<file path="src/rtl/uart_tx.sv">
// UART transmitter: start bit, 5..8 data bits LSB-first, optional parity, 1 or 2 stop bits.
// Each serial bit is held for OVERSAMPLE tx_clk cycles.
module uart_tx #(
  parameter int unsigned OVERSAMPLE = 16
) (
  input  logic       tx_clk,
  input  logic       rst,
  input  logic       tx_start,
  input  logic [7:0] tx_data,
  input  logic [3:0] length,
  input  logic       parity_type,
  input  logic       parity_en,
  input  logic       stop2,
  output logic       tx,
  output logic       tx_busy,
  output logic       tx_done,
  output logic       tx_err
);

  localparam int unsigned CNT_W = (OVERSAMPLE > 1) ? $clog2(OVERSAMPLE) : 1;
  localparam logic [CNT_W-1:0] CNT_MAX = CNT_W'(OVERSAMPLE - 1);

  typedef enum logic [2:0] {
    S_IDLE,
    S_START,
    S_DATA,
    S_PARITY,
    S_STOP1,
    S_STOP2,
    S_DONE
  } state_e;

  state_e           state_q, state_d;
  logic [CNT_W-1:0] cnt_q, cnt_d;
  logic [2:0]       bit_cnt_q, bit_cnt_d;
  logic [2:0]       last_bit_q, last_bit_d;
  logic [7:0]       shift_q, shift_d;
  logic             par_bit_q, par_bit_d;
  logic             par_en_q, par_en_d;
  logic             stop2_q, stop2_d;
  logic             tx_q, tx_d;
  logic             busy_q, busy_d;
  logic             done_q, done_d;
  logic             err_q, err_d;

  logic             len_ok_c;
  logic             bit_end_c;
  logic [CNT_W-1:0] cnt_next_c;

  // Parity over data[len-1:0] only; unused upper bits are masked off.
  function automatic logic calc_parity(input logic [7:0] data, input logic [3:0] len,
                                       input logic ptype);
    logic [7:0] d;
    for (int i = 0; i < 8; i++) begin
      d[i] = data[i] & (4'(i) < len);
    end
    return ptype ? ^d : ~^d;
  endfunction

  assign len_ok_c   = (length >= 4'd5) && (length <= 4'd8);
  assign bit_end_c  = (cnt_q == CNT_MAX);
  assign cnt_next_c = bit_end_c ? '0 : cnt_q + CNT_W'(1);

  // Next-state and next-output logic; tx_d always reflects the bit of the state being entered.
  always_comb begin
    state_d    = state_q;
    cnt_d      = cnt_q;
    bit_cnt_d  = bit_cnt_q;
    last_bit_d = last_bit_q;
    shift_d    = shift_q;
    par_bit_d  = par_bit_q;
    par_en_d   = par_en_q;
    stop2_d    = stop2_q;
    tx_d       = tx_q;
    busy_d     = busy_q;
    done_d     = 1'b0;
    err_d      = 1'b0;

    unique case (state_q)
      S_IDLE: begin
        tx_d      = 1'b1;
        busy_d    = 1'b0;
        cnt_d     = '0;
        bit_cnt_d = '0;
        if (tx_start) begin
          if (len_ok_c) begin
            shift_d    = tx_data;
            last_bit_d = 3'(length - 4'd1);
            par_bit_d  = calc_parity(tx_data, length, parity_type);
            par_en_d   = parity_en;
            stop2_d    = stop2;
            state_d    = S_START;
            tx_d       = 1'b0;
            busy_d     = 1'b1;
          end else begin
            err_d = 1'b1;
          end
        end
      end
      S_START: begin
        cnt_d = cnt_next_c;
        if (bit_end_c) begin
          state_d = S_DATA;
          tx_d    = shift_q[0];
        end
      end
      S_DATA: begin
        cnt_d = cnt_next_c;
        if (bit_end_c) begin
          shift_d = shift_q >> 1;
          if (bit_cnt_q == last_bit_q) begin
            bit_cnt_d = '0;
            if (par_en_q) begin
              state_d = S_PARITY;
              tx_d    = par_bit_q;
            end else begin
              state_d = S_STOP1;
              tx_d    = 1'b1;
            end
          end else begin
            bit_cnt_d = bit_cnt_q + 3'd1;
            tx_d      = shift_q[1];
          end
        end
      end
      S_PARITY: begin
        cnt_d = cnt_next_c;
        if (bit_end_c) begin
          state_d = S_STOP1;
          tx_d    = 1'b1;
        end
      end
      S_STOP1: begin
        cnt_d = cnt_next_c;
        tx_d  = 1'b1;
        if (bit_end_c) begin
          if (stop2_q) begin
            state_d = S_STOP2;
          end else begin
            state_d = S_DONE;
            done_d  = 1'b1;
          end
        end
      end
      S_STOP2: begin
        cnt_d = cnt_next_c;
        tx_d  = 1'b1;
        if (bit_end_c) begin
          state_d = S_DONE;
          done_d  = 1'b1;
        end
      end
      S_DONE: begin
        state_d = S_IDLE;
        tx_d    = 1'b1;
        busy_d  = 1'b0;
        cnt_d   = '0;
      end
      default: begin
        state_d = S_IDLE;
        tx_d    = 1'b1;
        busy_d  = 1'b0;
        cnt_d   = '0;
      end
    endcase
  end

  always_ff @(posedge tx_clk) begin
    if (rst) begin
      state_q    <= S_IDLE;
      cnt_q      <= '0;
      bit_cnt_q  <= '0;
      last_bit_q <= '0;
      shift_q    <= '0;
      par_bit_q  <= 1'b0;
      par_en_q   <= 1'b0;
      stop2_q    <= 1'b0;
      tx_q       <= 1'b1;
      busy_q     <= 1'b0;
      done_q     <= 1'b0;
      err_q      <= 1'b0;
    end else begin
      state_q    <= state_d;
      cnt_q      <= cnt_d;
      bit_cnt_q  <= bit_cnt_d;
      last_bit_q <= last_bit_d;
      shift_q    <= shift_d;
      par_bit_q  <= par_bit_d;
      par_en_q   <= par_en_d;
      stop2_q    <= stop2_d;
      tx_q       <= tx_d;
      busy_q     <= busy_d;
      done_q     <= done_d;
      err_q      <= err_d;
    end
  end

  assign tx      = tx_q;
  assign tx_busy = busy_q;
  assign tx_done = done_q;
  assign tx_err  = err_q;

endmodule
</file>
<file path="config.mk">
export PLATFORM = sky130hd
export DESIGN_NAME = uart_tx
export DESIGN_NICKNAME = d
export VERILOG_FILES = /design/src/rtl/uart_tx.sv
export SDC_FILE = /design/constraint.sdc
export NUM_CORES = 1
export LEC_CHECK = 0
export ABC_AREA = 1
export BUFFER_PORTS_ARGS = -buffer_cell sky130_fd_sc_hd__buf_2
export CAP_MARGIN = 20
export CORE_UTILIZATION = 51
export CTS_CLUSTER_DIAMETER = 150
export DETAILED_ROUTE_END_ITERATION = 6
export PLACE_DENSITY = 0.72
export SLEW_MARGIN = 20
export SYNTH_ARGS = -nofsm -noshare
export SYNTH_HDL_FRONTEND = slang
export SYNTH_SLANG_ARGS = --single-unit
</file>
<file path="constraint.sdc">
create_clock -name tx_clk -period 1.5 [get_ports tx_clk]
set_input_delay 0.15 -clock tx_clk [delete_from_list [all_inputs] [get_ports tx_clk]]
set_output_delay 0.15 -clock tx_clk [all_outputs]
set_load 0.005 [all_outputs]
</file>
==> out/results.ini <==
[critical_path]
cp-start-kind = flop
end_kind = flop
crit_start = state_q[0]
slowest_delay_ns = 0.39
path_cells = buf_6 -> nor3_4 -> inv_2 -> o21ai_4 -> nand2_4 -> inv_4 -> nand2_2 -> o21ai_2 -> nor2_1
crit_arrival_ns = 1.76
timing.rr.start = state_q[0]
cp_max_fo = 7
critical_path_class = reg -> reg
cp.required_ns = 1.75
crit_slowest_cell = dfxtp_4

[power]
pwr-share-comb_pct = 58.0
ir_drop_v = 0.00103
switchingPower_mw = 1.59
clkPwrFrac_pct = 10.3
p_leak_nw = 0.959
switching_share_pct = 44.8
internal_power_mw = 1.96
p_total_mw = 3.54
power.density_nw_per_um2 = 1850
seq_power_share_pct = 31.7

[detailed_routing]
vias = 1580
via_per_inst = 5.10
antenna_left = 0
drc_errors = 1
dr.first_iter.drc_count = 69
first_pass_iters = 6
avgRoutedWirePerCell_um = 11.1
wl_mm = 3.46

[synthesis]
ys_ff_latch = 28
yosys_warnings = 0
yosys.area.top_type = dfxtp_1
synth_top_area_share_pct = 35.5
syn-num-nets = 263
syn_area_per_cell_um2 = 6.55
syn_area_um2 = 1580
synthCells = 241
synth_area_leaders = dfxtp_1, nand2_1, o21ai_0
yosysUniqueCellTypes = 27
synth-seq-area-share_pct = 35.5

[cells_and_area]
layout_commonest_cell = nand2_1
antenna_cells = 0
syn_to_final_growth_pct = 21.6
nets = 302
finalInstanceArea_um2 = 1920
seq_area_um2 = 568
final_cell_mix = nand2_1, inv_1, dfxtp_1, nor2_1, buf_2
nFillCells = 273
multi_input_area_um2 = 905
drive_gt1_share_pct = 22.9

[clock_network]
cts_root_buffer = clkbuf_4
cts.sinks = 28
path_clk_slew_ns = 0.15
cts_buffer_depth = 2
numCtsBuffers = 3
cts_tree = yes
cts.htree.levels = 1
clock_latency_ns = 0.33
cts.hold.buffers_added = 0

[timing]
clock_skew_ns = 0.00960
maxSlewViolCount = 0
fin_crit_sh_pct = 101
whs_ns = 0.0360
setup-violations-final = 2
finalHoldViolCount = 0
setup_ws_ns = -0.00884
relSlewSlack_pct = 75.5
rsz0062_at_grt = true
clock.fmax_ghz = 0.663
min_period_ns = 1.51
tightest_slew_ns = 0.367

[grt]
groute.usage.overall_pct = 22.3
grt_max_degree = 16
grt_pass1_vias = 1418
antenna_found_initial = 0
grt_pass1_wl_mm = 5.73
grt_overflow = 0

[die]
dieArea_um2 = 3320
die_h_um = 57.6
ios = 22
die_x_um = 57.6
num_rows = 19
coreArea_um2 = 2850
start_util_pct = 55.4

[run]
drv_cap = 0

[place]
gp_congestion = 0.821
placed_cell_area_um2 = 1820
pre_cts_ws_ns = -0.00120
io_buffers = 21
dp_hpwl_mm = 2.63

[hold_path]
worstHoldStart = stop2
hold_path.class = in -> reg

[run_status]
status = finished, violations left
violations = design-rule violations, negative setup slack

==> power by group through the flow <==
stage / sequential (mW) / clock [mW] / combinational (mW)
after CTS: 1.10 / 0.383 / 1.83
after detailed placement: 1.11 / 0 / 1.78
after global placement: 1.11 / 0 / 1.76
final: 1.12 / 0.366 / 2.06
after global routing: 1.15 / 0.416 / 2.29
after floorplan: 1.10 / 0 / 1.26
==> flip-flops by register name (all words and copies together) (netlist names), 3 cells and up <==
name and flops:
shift_q 8, cnt_q 4, bit_cnt_q 3, last_bit_q 3, state_q 3
==> timing repair <==
action,CTS,global route
hold endpoints to repair,0,0
endpoints found under the setup margin,6,12
gates resized for setup,4,22
gates cloned,0,1
buffers inserted,0,1
pin swaps,0,4
==> Yosys cell counts <==
master    count
nand2_1      67
inv_1        30
dfxtp_1      28
o21ai_0      27
nor2_1       23
a21oi_1      18
nand3_1      11
ha_1          4
inv_2         4
nor3_1        4
xnor2_1       4
nand4_1       3
a21boi_0      2
clkbuf_1      2
or2_0         2
a211oi_1      1
a31oi_1       1
buf_2         1
buf_6         1
nand2_4       1
nor2_4        1
nor3_4        1
nor3b_1       1
o21ai_1       1
o21ai_4       1
o31ai_1       1
xor2_1        1
==> layout make-up <==
cell class,count,area share [%]
clock buffers,4,1.89
multi-input cells,176,47.1
well taps,31,2.02
inverters,34,6.78
flip-flops and latches,28,29.6
repair buffers,37,12.6
==> stage by stage <==
stage | utilization, % | TNS [ns] | instances
2_1_floorplan | - | 0 | 241
3_3_place_gp | 63.9 | 0 | 304
3_5_place_dp | 63.9 | -0.00120 | 304
4_1_cts | 65.6 | 0 | 308
5_1_grt | 67.3 | -0.695 | 310
6_report | 67.3 | -0.0173 | 310
==> metal layers <==
| metal | routed length [um] | vias up | global-route usage [%] |
|---|---|---|---|
| li1 | - | 849 | - |
| met1 | 1740 | 703 | 29.3 |
| met2 | 1560 | 26 | 38.0 |
| met3 | 130 | 2 | 4.69 |
| met4 | 18 | 0 | 4.18 |
| met5 | 0 | - | 0 |
==> path summary, 6_finish.rpt <==
kind	endpoint	slack (ns)	cells past startpoint
worst max-delay path	shift_q[7]	-0.009	9
worst min-delay path	stop2_q	0.04	3
worst max register to register	shift_q[7]	-0.009	9
worst min register to register	cnt_q[0]	0.42	1
==> logic make-up after synthesis <==
kind of cell | after synthesis | share of synthesized area (%)
AO/OA/AOI/OAI | 52 | 17.9
XOR/XNOR | 5 | 2.77
adder cells (fa/ha/maj) | 4 | 3.17
buffers and inverters | 38 | 9.59
flip-flops | 28 | 35.5
AND/OR/NAND/NOR | 114 | 31.1
==> critical path: cells and delay by family (launching register included) <==
| kind | cells | cell delay (ns) |
|---|---|---|
| flip-flops | 1 | 0.39 |
| AND/OR/NAND/NOR | 4 | 0.38 |
| AO/OA/AOI/OAI | 2 | 0.36 |
| buffers and inverters | 3 | 0.29 |
Note: power is estimated with default switching activity, not from simulation.
